File: config.mk
export PLATFORM = sky130hd
export DESIGN_NAME = stopwatch_display
export DESIGN_NICKNAME = d
export VERILOG_FILES = /design/src/rtl/stopwatch_display.sv
export SDC_FILE = /design/constraint.sdc
export NUM_CORES = 1
export LEC_CHECK = 0
export ABC_AREA = 1
export BUFFER_PORTS_ARGS = -buffer_cell sky130_fd_sc_hd__buf_2
export CAP_MARGIN = 20
export CELL_PAD_IN_SITES_DETAIL_PLACEMENT = 1
export CELL_PAD_IN_SITES_GLOBAL_PLACEMENT = 1
export CORE_MARGIN = 10
export CORE_UTILIZATION = 38
export CTS_CLUSTER_DIAMETER = 50
export DETAILED_ROUTE_END_ITERATION = 7
export GPL_ROUTABILITY_DRIVEN = 0
export PLACE_DENSITY = 0.7
export SLEW_MARGIN = 20
export SYNTH_ARGS = -nofsm -noshare
export SYNTH_HDL_FRONTEND = slang
export SYNTH_SLANG_ARGS = --single-unit
File: constraint.sdc
create_clock -name clk -period 2 [get_ports clk]
set_clock_uncertainty 0.2 [all_clocks]
set_input_delay 0.1 -clock clk [delete_from_list [all_inputs] [get_ports clk]]
set_output_delay 0.1 -clock clk [all_outputs]
set_load 0.01 [all_outputs]
File: src/rtl/stopwatch_display.sv
// stopwatch_display: multiplexed 4-digit 7-segment driver with tear-free frame snapshot.
// Optional macro BLANK_LEADING_ZERO_EN: blank the tens-of-seconds digit when it is zero.
module stopwatch_display #(
  parameter int unsigned SCAN_DIV     = 10000,
  parameter bit          COMMON_ANODE = 1'b1
) (
  input  logic       clk,
  input  logic       nrst,
  input  logic [3:0] sec_tens,
  input  logic [3:0] sec_ones,
  input  logic [3:0] hund_tens,
  input  logic [3:0] hund_ones,
  input  logic       freeze,
  output logic [3:0] an,
  output logic [6:0] seg,
  output logic       dp,
  output logic       digit_err
);

  localparam int unsigned PW =
    (SCAN_DIV > 1) ? $clog2(SCAN_DIV) : 1;
  localparam logic [PW-1:0] PMAX = PW'(SCAN_DIV - 1);
  localparam logic [PW-1:0] PONE = PW'(1);

  logic [PW-1:0] presc_q, presc_d;
  logic [1:0]    idx_q, idx_d;
  logic [15:0]   snap_q, snap_d;
  logic          tick;
  logic          frame;

  // Active-high internal copies of the pin drivers
  logic [3:0] an_q, an_d;
  logic [6:0] seg_q, seg_d;
  logic       dp_q, dp_d;
  logic       err_q, err_d;
  logic [3:0] digit;

  assign tick  = (presc_q == PMAX);
  assign frame = tick && (idx_q == 2'd3);

  // Prescaler, slot index and frame-boundary snapshot next state
  always_comb begin
    presc_d = presc_q + PONE;
    idx_d   = idx_q;
    snap_d  = snap_q;
    if (tick) begin
      presc_d = '0;
      idx_d   = idx_q + 2'd1;
    end
    if (frame && !freeze) begin
      snap_d = {sec_tens, sec_ones, hund_tens, hund_ones};
    end
  end

  // Digit select and segment decode for the slot being scanned
  always_comb begin
    digit = 4'd0;
    an_d  = 4'b0000;
    dp_d  = 1'b0;
    unique case (idx_q)
      2'd0: begin digit = snap_q[3:0];   an_d = 4'b0001; end
      2'd1: begin digit = snap_q[7:4];   an_d = 4'b0010; end
      2'd2: begin digit = snap_q[11:8];  an_d = 4'b0100;
                  dp_d  = 1'b1; end
      2'd3: begin digit = snap_q[15:12]; an_d = 4'b1000; end
    endcase
    err_d = 1'b0;
    unique case (digit)
      4'd0:    seg_d = 7'b0111111;
      4'd1:    seg_d = 7'b0000110;
      4'd2:    seg_d = 7'b1011011;
      4'd3:    seg_d = 7'b1001111;
      4'd4:    seg_d = 7'b1100110;
      4'd5:    seg_d = 7'b1101101;
      4'd6:    seg_d = 7'b1111101;
      4'd7:    seg_d = 7'b0000111;
      4'd8:    seg_d = 7'b1111111;
      4'd9:    seg_d = 7'b1101111;
      default: begin
        seg_d = 7'b1000000;
        err_d = 1'b1;
      end
    endcase
`ifdef BLANK_LEADING_ZERO_EN
    if (idx_q == 2'd3 && digit == 4'd0) begin
      seg_d = 7'b0000000;
      err_d = 1'b0;
    end
`endif
  end

  // Scan state and snapshot registers
  always_ff @(posedge clk or negedge nrst) begin
    if (!nrst) begin
      presc_q <= '0;
      idx_q   <= 2'd0;
      snap_q  <= 16'h0000;
    end else begin
      presc_q <= presc_d;
      idx_q   <= idx_d;
      snap_q  <= snap_d;
    end
  end

  // Registered output stage, one cycle behind the scan state
  always_ff @(posedge clk or negedge nrst) begin
    if (!nrst) begin
      an_q  <= 4'b0000;
      seg_q <= 7'b0000000;
      dp_q  <= 1'b0;
      err_q <= 1'b0;
    end else begin
      an_q  <= an_d;
      seg_q <= seg_d;
      dp_q  <= dp_d;
      err_q <= err_d;
    end
  end

  assign an        = COMMON_ANODE ? ~an_q  : an_q;
  assign seg       = COMMON_ANODE ? ~seg_q : seg_q;
  assign dp        = COMMON_ANODE ? ~dp_q  : dp_q;
  assign digit_err = err_q;

endmodule
After elaboration in Yosys (flattened, before gate mapping)
Cells that the tools add are included.
{"block": "totals", "regBits": 45, "in_bits": 19, "output_inout_bits": 13}
{"block": "classes", "n_addsub": 2, "eq_ne": 13, "muxes": 6, "n_bitwise": 3, "reduce_logical": 6}
{"cell": "$pmux 7 s10", "n": 1}
{"cell": "$pmux 4 s4", "n": 2}
{"cell": "$eq 4x3->1 const B", "n": 4}
{"cell": "$add 14x1->14 const B", "n": 1}
{"cell": "$eq 14x14->1 const B", "n": 1}
{"cell": "$mux 14", "n": 1}
{"cell": "$reduce_or 10->1", "n": 1}
{"cell": "$eq 4x2->1 const B", "n": 2}
{"cell": "$eq 4x4->1 const B", "n": 2}
{"cell": "$not 7->7", "n": 1}
{"cell": "$eq 2x2->1 const B", "n": 2}
{"cell": "$eq 4x1->1 const B", "n": 1}
{"cell": "$logic_not 4->1", "n": 1}
{"cell": "$not 4->4", "n": 1}
{"cell": "$add 2x1->2 const B", "n": 1}
{"cell": "$eq 2x1->1 const B", "n": 1}
{"cell": "$logic_and 1x1->1", "n": 2}
{"cell": "$logic_not 2->1", "n": 1}
{"cell": "$mux 1", "n": 2}
{"cell": "$logic_not 1->1", "n": 1}
{"cell": "$not 1->1", "n": 1}

Longest topological paths before layout
Gate-level depths: netlist of run 1.
{"block": "depth", "depth_word": 5, "mapped_depth": 10, "depth_no_buf": 10}

Worst setup path before layout of run 1
OpenSTA, ideal clock, no wires.
{"block": "synth_timing", "kind": "register -> register", "startpoint": "reg idx_q[0]", "endpoint": "reg seg_q[3]", "setup_ns": 0.131, "arrival_ns": 1.435, "t_required_ns": 1.669, "path_slack_ns": 0.234, "path_stages_with_launch": 10, "period_less_slack_ns": 1.766, "cell_sequence": "dfrtp_1 > inv_1 > ha_1 > inv_2 > nor2_1 > o21bai_2 > nand2_2 > nor2_1 > nor2_1 > nand3_1"}
{"block": "synth_between", "elab_chain_len": 4, "elab_cells_between_ends": 16, "classes_between": "eq/ne (12); mux (2); reduce/logical (2)"}
{"item": "start, declared", "line": "26", "source": "logic [1:0] idx_q, idx_d;"}
{"item": "start signal, assigned", "line": "100", "source": "idx_q <= idx_d;"}
{"item": "$eq 2x2->1, or another cell as far along", "line": "60", "source": "unique case (idx_q)"}
{"item": "$pmux 4 s4 (*)", "line": "60"}
{"item": "$eq 4x4->1, or another cell as far along", "line": "68", "source": "unique case (digit)"}
{"item": "$pmux 7 s10 (*)", "line": "68"}
{"item": "net seg_d[3]", "line": "33", "source": "logic [6:0] seg_q, seg_d;"}
{"item": "end signal, assigned", "line": "114", "source": "seg_q <= seg_d;"}
{"item": "end, declared", "line": "33"}
Mark *: on every way through the listed nets, which the timed path passes. The rest lies on a longest branch.
A chain may end at the register's enable or synchronous reset.

Worst setup path in the final report of run 1
{"block": "layout_timing", "startpoint": "reg idx_q[1]", "endpoint": "reg seg_q[3]"}
Same word-level chain as after synthesis.

==> results.txt, run 1 <==
Type of the tightest min-delay check -> input port to flip-flop
Total wire length after detailed routing -> 5160 microns
Cell row count -> 27
Type of origin of the critical path -> flip-flop
Quantity of I/O buffers inserted on ports -> 31
Remaining DRCs -> 0
Antenna violation net count after detailed routing -> 0
Most used cells in the layout excluding fill and tap cells -> 70 x nand2_1, 45 x dfrtp_1, 31 x inv_1, 31 x buf_2, 27 x nand3_1
Estimated wirelength of the detail-placed design -> 3630 microns
Slew margin rel. -> 0.650
Number of hold violations in the final report -> 0
Full die area -> 9290 sq um
Clock-pin slew of the registers on the worst-case setup and hold paths -> 0.09 ns
Layout-stage area growth over the synthesis result -> 27.6%
Pin count of the biggest net entering global routing -> 24
Kind of critical path -> flip-flop to flip-flop
Number of top-level design ports -> 32
Global route overflow -> 0
Design area -> 2830 sq um
Length of the first detailed-routing pass in iterations -> 4
Post-synth cell types -> 27
Total placed cells including tap cells -> 362
Wire length of the first global-routing pass -> 8910 microns
Commonest non-fill, non-tap cell in the layout -> nand2_1
Starting density of the core -> 0.398
Post-synth design cell area -> 2220 sq um
Mapped Nets -> 288
Setup TNS -> 0 ns
Number of violations reported at the end of detailed-routing iteration 0 -> 38
Required time reported for the critical path endpoint -> 2.03 ns
Worst VDD drop -> 0.319 mV
Global-route total usage across every layer -> 0.121
Total design power -> 1590 uW
Instance count of the mapped netlist -> 261
Worst Setup Slack, final -> 0.0988 ns
Antenna diode count -> 0
Number of setup violations in the final report -> 0
Post-DR wirelength/cell -> 13.1 microns
Maximum buffer depth of the clock tree -> 2
Via count of the first global-routing pass -> 1878
Run status -> completed
Fraction of final layout cells sized beyond drive strength 1 -> 0.255
Clock tree from TritonCTS -> done
Static leakage -> 0.00151 uW
Critical path capture point type -> flip-flop
Filler Cells Inserted -> 672
Worst-skew pair later-pin latency -> 0.30 ns
Largest fanout of any net on the critical path -> 8
Die Span Y -> 96.4 microns
Routed via count divided by cell count -> 4.65
Period utilization -> 0.951
Number of nets in the finished design -> 348
Data arrival, critical path -> 1.93 ns
Synthesis warning total -> 0
Power density over the cells -> 562 nW/um^2
Area after detailed placement -> 2450 sq um
Floorplan core area -> 5570 sq um
Layout Cells excl Fill -> 394
Initial antenna violation count -> 0
Max cap viols -> 0
Number of H-tree branching levels -> 2
Max Clk Rate -> 526 MHz
Worst Tran Pin Value -> 0.525 ns
Final critical-path required period -> 1.90 ns
Register bit count reported by yosys -> 45
CTS Root Buffer Type -> clkbuf_8
Number of clock sinks -> 45
Final-report max-slew violation count -> 0
Sequential share of the synthesized area -> 0.508
X dimension of the die -> 96.4 microns
Worst-case setup slack after placement -> -0.0179 ns
Via count of the routed design -> 1832
Post-Synthesis Mean Instance Area -> 8.49 sq um
Number of buffers created by CTS -> 5
==> per-layer routing <==
metal | global-route usage | part of all wire | up-vias
met5 | 0 | 0 | -
met2 | 0.186 | 0.46 | 30
met4 | 0.0400 | 0.010 | 0
li1 | - | - | 925
met1 | 0.159 | 0.48 | 872
met3 | 0.0355 | 0.048 | 5
==> critical path: stages (launching register included) <==
cell and delay [ns]:
dfrtp_1 0.42, inv_1 0.14, ha_1 0.23, inv_4 0.08
or2_4 0.26, o21ai_4 0.11, nand2_1 0.11, nor2_1 0.15
nor2_2 0.06, nand3_1 0.08
==> what timing repair did <==
action / 4_1_cts / 5_1_grt
pin swaps: 1 / 4
setup buffers: 2 / 4
hold buffers: 17 / 0
hold endpoints to repair: 61 / 0
setup endpoints to repair: 4 / 6
gates cloned: 1 / 0
resized for setup: 3 / 16
==> stage by stage <==
step           utilization  hold slack [ns]
6_report             0.508           0.0435
5_1_grt              0.508           0.0859
4_1_cts              0.494           0.0449
3_5_place_dp         0.440          -0.0922
3_3_place_gp         0.440          -0.0891
2_1_floorplan            -           -0.396
==> kinds of logic (layout without fill, tap and decap cells) <==
family / after synthesis / count (layout) / synth area share
and+or+nand+nor: 146 / 146 / 0.294
buffers and inverters: 41 / 101 / 0.0824
adders and majority gates: 8 / 8 / 0.0451
AOI/OAI and AO/OA: 14 / 15 / 0.0429
DFF: 45 / 45 / 0.508
xor gates and xnor gates: 7 / 7 / 0.0277
==> cell type report <==
cell class                 count  area, sq um  share of cell area
sequential                    45         1130               0.398
clock inverter                 1         5.00             0.00177
clock buffer                   7         96.3              0.0341
timing repair buffer          56          398               0.141
multi-input combinational    176          967               0.342
inverter                      37          146              0.0517
tap                           72         90.1              0.0318
==> cells in the mapped netlist <==
master | n | area, sq um
nor2_4 | 2 | 22.5
ha_1 | 8 | 100
nor3_1 | 3 | 15.0
nand2_4 | 2 | 22.5
or2_1 | 1 | 6.26
o21bai_1 | 2 | 15.0
buf_2 | 1 | 5.00
a21oi_1 | 3 | 15.0
o21bai_2 | 1 | 11.3
inv_1 | 32 | 120
o211ai_1 | 1 | 7.51
inv_2 | 4 | 15.0
nor2_2 | 2 | 12.5
nor3_2 | 1 | 10.0
nand4_1 | 3 | 18.8
dfrtp_1 | 45 | 1130
o21ai_0 | 5 | 25.0
nand2_1 | 74 | 278
nand2_2 | 1 | 6.26
buf_6 | 3 | 33.8
o21ai_4 | 1 | 16.3
o21ai_1 | 1 | 5.00
nor2_1 | 28 | 105
nand3_1 | 27 | 135
inv_6 | 1 | 8.76
xor2_1 | 7 | 61.3
nand3_2 | 2 | 20.0
==> flip-flops by register name, indices dropped and copies added (netlist names) <==
register	cells
snap_q	16
seg_q	7
dp_q	1
an_q	4
idx_q	2
presc_q	14
digit_err	1
==> path summary, 6_finish.rpt <==
check	startpoint	end	slack, ns	cells past startpoint
min in group asynchronous	nrst	presc_q[2]	0.11	2
worst min-delay path	freeze	snap_q[6]	0.04	5
max in group asynchronous	nrst	snap_q[2]	0.99	3
worst max-delay path	idx_q[1]	seg_q[3]	0.1	9
worst max register to register	idx_q[1]	seg_q[3]	0.1	9
worst min register to register	presc_q[0]	presc_q[0]	0.26	1
==> power by group <==
group / internal (uW) / switching [uW]
sequential: 909 / 0
clock: 313 / 303
combinational: 37.7 / 26.9
total: 1260 / 330
Power figures use the tool's default switching activity.
==> run 2: changes to the inputs <==
Settings changed: CELL_PAD_IN_SITES_DETAIL_PLACEMENT 1 to 0, CORE_ASPECT_RATIO set to 1.1, RECOVER_POWER set to 50.
==> results.txt, run 2 (synthesized netlist as in run 1, its figures left out) <==
Run status -> completed
Static leakage -> 0.00150 uW
Routed length on met2 -> 2020 microns
Number of violations reported at the end of detailed-routing iteration 0 -> 44
Design area -> 2810 sq um
Antenna violation net count after detailed routing -> 0
Floorplan core area -> 5730 sq um
Clock tree from TritonCTS -> done
Period utilization -> 0.937
Area after detailed placement -> 2460 sq um
Biggest register -> snap_q
Starting density of the core -> 0.387
Total design power -> 1680 uW
Max Clk Rate -> 534 MHz
Number of top-level design ports -> 32
Filler Cells Inserted -> 597
Power density over the cells -> 599 nW/um^2
Worst-skew pair later-pin latency -> 0.30 ns
Via count of the routed design -> 1738
Layout-stage area growth over the synthesis result -> 26.8%
Number of nets in the finished design -> 347
Critical path capture point type -> flip-flop
FF/Latch Area -> 1130 sq um
Number of H-tree branching levels -> 2
Routed length on met1 -> 2240 microns
Setup TNS -> 0 ns
Final worst hold slack -> 0.0486 ns
Max cap viols -> 0
Full die area -> 9290 sq um
Total wire length after detailed routing -> 4550 microns
X dimension of the die -> 92.8 microns
Worst Tran Pin Value -> 0.549 ns
Final critical-path required period -> 1.87 ns
Initial antenna violation count -> 0
Via count of the first global-routing pass -> 1718
Worst-path cell with the longest stage delay -> dfrtp_1
Largest registers -> snap_q (16), presc_q (14), seg_q (7)
Number of buffers created by CTS -> 5
Global route overflow -> 0
Global-route total usage across every layer -> 0.103
Post-DR wirelength/cell -> 11.4 microns
Final-report max-slew violation count -> 0
Routed via count divided by cell count -> 4.37
Length of the first detailed-routing pass in iterations -> 4
Area used by multi-input combinational logic -> 941 sq um
Largest fanout of any net on the critical path -> 8
Estimated wirelength of the detail-placed design -> 3310 microns
Worst VDD drop -> 0.376 mV
Wire length of the first global-routing pass -> 7980 microns
Sum of met3 wire segment lengths after detailed routing -> 216 microns
Pin count of the biggest net entering global routing -> 46
Most used cells in the layout excluding fill and tap cells -> 72 x nand2_1, 44 x dfrtp_1, 32 x buf_2
Kind of critical path -> flip-flop to flip-flop
Fraction of final layout cells sized beyond drive strength 1 -> 0.246
Family with the most delay on the worst path -> buffers and inverters
Type of origin of the critical path -> flip-flop
Buf+Inv Stages, Crit Path -> 4
Antenna diode count -> 0
Worst reg2reg setup slack -> 0.13 ns
Type of the tightest min-delay check -> input port to flip-flop
Number of hold violations in the final report -> 0
Commonest non-fill, non-tap cell in the layout -> nand2_1
Required time reported for the critical path endpoint -> 1.98 ns
Number of clock sinks -> 45
Flip-flop count of the largest register, all copies and words added -> 16
CTS Root Buffer Type -> clkbuf_8
Slew margin rel. -> 0.634
Number of setup violations in the final report -> 0
Clock-pin slew of the registers on the worst-case setup and hold paths -> 0.09 ns
Remaining DRCs -> 0
Quantity of I/O buffers inserted on ports -> 31
Data arrival, critical path -> 1.85 ns
Cell row count -> 29
Die Span Y -> 100 microns
Delay of the slowest cell on the worst path -> 0.45 ns
Maximum buffer depth of the clock tree -> 2
Worst path cell trace -> inv_2 -> ha_1 -> inv_2 -> nor2_1 -> o21bai_2 -> buf_4 -> buf_4 -> nand3_1 -> nand3_1
Highest metal layer used by the detailed router -> met4
==> run 2: area by class of cell <==
class	instances	share of cell area
flip-flops and latches	45	0.401
clock inverters	2	0.0134
clock buffers	6	0.0294
inverters	37	0.0512
repair buffers	56	0.136
multi-input cells	175	0.335
well taps	77	0.0343
==> run 2: tightest hold or removal path, cell delays in order <==
cell and delay [ns]:
buf_2 0.10, nor2_4 0.05, nand2_4 0.16, nand2_1 0.07, nand2_1 0.04
==> run 2: worst paths after layout <==
check	end	depth (start not counted)	start
worst max register to register	seg_q[5]	9	idx_q[1]
min in group asynchronous	presc_q[6]	3	nrst
worst max-delay path	seg_q[5]	9	idx_q[1]
worst min-delay path	snap_q[14]	5	freeze
max in group asynchronous	idx_q[0]	3	nrst
worst min register to register	presc_q[0]	1	presc_q[0]
==> run 2: through the flow <==
stage / instances / setup WS, ns / util
5_1_grt: 398 / -0.0101 / 0.490
3_3_place_gp: 369 / 0.0885 / 0.429
3_5_place_dp: 369 / 0.0427 / 0.429
4_1_cts: 394 / 0.0343 / 0.480
6_report: 398 / 0.127 / 0.490
2_1_floorplan: 261 / 0.234 / -
==> run 2: per-layer routing <==
layer,track usage,up-vias
met2,0.153,29
met3,0.0306,7
li1,-,922
met4,0.0392,0
met1,0.138,780
met5,0,-
==> run 2: where the power goes <==
| group | switching (uW) | total, uW | internal [uW] | leakage [uW] |
|---|---|---|---|---|
| clock network | 309 | 715 | 406 | 0.0000574 |
| logic | 25.6 | 60.7 | 35.1 | 0.000866 |
| registers | 0 | 909 | 909 | 0.000576 |
| total | 335 | 1680 | 1350 | 0.00150 |
==> run 2: repair_timing <==
action                     4_1_cts  5_1_grt
setup endpoints to repair        0        7
hold buffers                    17        0
resized for setup                0       16
hold endpoints to repair        61        0
setup buffers                    0        4
==> run 3: changes to the inputs <==
Settings changed: ABC_AREA 1 to not set, PLACE_DENSITY 0.7 to 0.66.
==> results.txt, run 3 <==
Worst path cell trace -> buf_6 -> ha_4 -> a222oi_1 -> mux2i_1 -> buf_4 -> o21ai_2 -> a22oi_2
Worst-path cell with the longest stage delay -> a222oi_1
Count of flip-flops with a built-in enable after synthesis -> 0
Layout-stage area growth over the synthesis result -> 40.1%
Main combinational cell family by area after synthesis -> multiplexers
X dimension of the die -> 90.2 microns
Worst VDD drop -> 0.288 mV
Commonest non-fill, non-tap cell in the layout -> dfrtp_1
Register bit count reported by yosys -> 45
Number of setup violations in the final report -> 7
Routed via count divided by cell count -> 4.76
Final critical-path required period -> 2.09 ns
Period utilization -> 1.04
Delay of the slowest cell on the worst path -> 0.43 ns
Full die area -> 8760 sq um
Slew margin rel. -> 0.203
Most used flip-flop cell after synthesis -> dfrtp_1
Power density over the cells -> 525 nW/um^2
Die Span Y -> 97.2 microns
Setup TNS -> -0.454 ns
Number of clock sinks -> 45
Total wire length after detailed routing -> 4850 microns
Max Clk Rate -> 479 MHz
Sequential share of the synthesized area -> 0.547
Clock-pin slew of the registers on the worst-case setup and hold paths -> 0.08 ns
Post-synth design cell area -> 2060 sq um
Fraction of final layout cells sized beyond drive strength 1 -> 0.419
Max cap viols -> 0
Synth Area in Simple Gates -> 0.104
Synthesis warning total -> 0
Antenna violation net count after detailed routing -> 0
Data arrival, critical path -> 2.07 ns
Global-route total usage across every layer -> 0.107
Family with the most delay on the worst path -> compound AO/OA/AOI/OAI gates
Post-DR wirelength/cell -> 15.1 microns
Floorplan core area -> 5330 sq um
Instance count of the mapped netlist -> 167
Static leakage -> 0.00142 uW
Cell type contributing the most total cell area after synthesis -> dfrtp_1
Quantity of I/O buffers inserted on ports -> 31
Most used cells in the layout excluding fill and tap cells -> 45 x dfrtp_1, 29 x buf_2, 23 x buf_4
Global route overflow -> 0
Via count of the routed design -> 1528
RSZ-0062 raised after global routing -> true
Cell with the most instances after synthesis -> dfrtp_1
Clock tree from TritonCTS -> done
CTS Root Buffer Type -> clkbuf_8
Violated checks -> setup timing
Number of H-tree branching levels -> 2
Share of the synthesized area in compound gates (AO/OA/AOI/OAI) -> 0.0547
Post-synth cell types -> 31
Starting density of the core -> 0.387
Type of the tightest min-delay check -> flip-flop to flip-flop
Worst Setup Slack, final -> -0.0866 ns
Required time reported for the critical path endpoint -> 1.98 ns
Top cells by instance count after synthesis -> 45 x dfrtp_1, 19 x inv_1, 11 x nor2_1, 10 x mux2_4, 9 x mux2_2
Mapped Nets -> 194
Cell row count -> 28
Antenna diode count -> 0
Number of top-level design ports -> 32
Filler Cells Inserted -> 463
Buf+Inv Stages, Crit Path -> 2
Async set-reset flop share out of synthesis -> 1.00
Wire length of the first global-routing pass -> 7790 microns
FF/Latch Area -> 1130 sq um
Area share of the largest cell type after synthesis -> 0.547
Most area-consuming cells after synthesis -> dfrtp_1 55%, mux2_4 7.3%, mux2_2 4.9%
Xor and xnor fraction of the mapped netlist area -> 0.0468
Area used by multi-input combinational logic -> 947 sq um
Largest registers -> snap_q (16), presc_q (14), seg_q (7)
Area after detailed placement -> 2440 sq um
Number of nets in the finished design -> 272
Type of origin of the critical path -> flip-flop
Post-Synthesis Mean Instance Area -> 12.3 sq um
Initial antenna violation count -> 0
Largest fanout of any net on the critical path -> 5
Flip-flop count of the largest register, all copies and words added -> 16
Pin count of the biggest net entering global routing -> 24
Worst-skew pair later-pin latency -> 0.30 ns
Run status -> complete, but fails checks
Remaining DRCs -> 0
Design area -> 2880 sq um
Worst Tran Pin Value -> 1.20 ns
Kind of critical path -> flip-flop to flip-flop
Length of the first detailed-routing pass in iterations -> 4
Estimated wirelength of the detail-placed design -> 3180 microns
Critical path capture point type -> flip-flop
Maximum buffer depth of the clock tree -> 2
Proportion of synthesized area in mux cells -> 0.147
Number of violations reported at the end of detailed-routing iteration 0 -> 77
Worst reg2reg setup slack -> -0.09 ns
Via count of the first global-routing pass -> 1600
Fraction of the mapped netlist area in adder cells -> 0.0486
Final-report max-slew violation count -> 0
Number of hold violations in the final report -> 0
Biggest register -> snap_q
Number of buffers created by CTS -> 5
==> run 3: cell types whose count changed after synthesis, sizes merged, moves of 3 or more <==
cell and change:
a222oi +4, and3 +4, inv -18, mux2 +19, mux2i +5, nand2 -71
nand3 -25, nor2 -21, o21bai -3, xnor2 +6
==> run 3: power by group <==
group | internal (uW) | switching, uW | total, uW
Sequential | 909 | 0 | 909
Combinational | 35.5 | 27.0 | 62.5
Clock | 241 | 300 | 542
==> run 3: cells by family (layout without fill, tap and decap cells) <==
group,count (synthesis),in the layout
and+or+nand+nor,40,40
xor gates and xnor gates,11,11
AOI/OAI and AO/OA,16,16
muxes,24,24
adders and majority gates,8,8
DFF,45,45
buffers and inverters,23,102
==> run 3: layer usage <==
metal  up-vias  share of wire  GRT usage
met5         -              0          0
met4         0          0.016     0.0429
met3         9          0.048     0.0332
met2        44           0.53      0.193
met1       750           0.40      0.112
li1        725              -          -
==> run 3: worst register-to-register path, cell delays in order (launching register included) <==
cell      delay [ns]
dfrtp_1         0.41
buf_6           0.14
ha_4            0.17
a222oi_1        0.43
mux2i_1         0.22
buf_4           0.21
o21ai_2         0.12
a22oi_2         0.08
==> run 3: what timing repair did <==
action	in CTS	in global routing
setup endpoints to repair	13	23
pin swaps	9	7
hold endpoints to repair	61	0
gates cloned	0	1
hold buffers	17	0
setup buffers	4	4
resized for setup	18	14
==> run 3: cell type report <==
class                           count  share of cell area
Sequential cell                    45               0.390
Tap cell                           75              0.0325
Multi-Input combinational cell     99               0.328
Clock inverter                      3             0.00607
Clock buffer                        5              0.0239
Inverter                           19              0.0247
Timing Repair Buffer               75               0.194
==> run 3: final timing paths <==
kind	startpoint	cells past startpoint	end
max	idx_q[1]	7	seg_q[5]
min in group asynchronous	nrst	2	snap_q[10]
min reg2reg	presc_q[13]	1	presc_q[13]
max in group asynchronous	nrst	3	presc_q[13]
max reg2reg	idx_q[1]	7	seg_q[5]
min	presc_q[13]	1	presc_q[13]
==> run 3: per-stage QoR <==
stage | hold slack (ns) | utilization | total power [uW] | std cells | worst slack [ns]
floorplan | -0.396 | - | 928 | 167 | 0.00773
CTS | 0.128 | 0.523 | 1530 | 316 | -0.0124
global route | 0.285 | 0.542 | 1570 | 321 | -0.216
finish | 0.273 | 0.542 | 1510 | 321 | -0.0866
detailed placement | -0.0914 | 0.458 | 968 | 287 | -0.102
global placement | -0.0976 | 0.458 | 966 | 287 | 0.0133
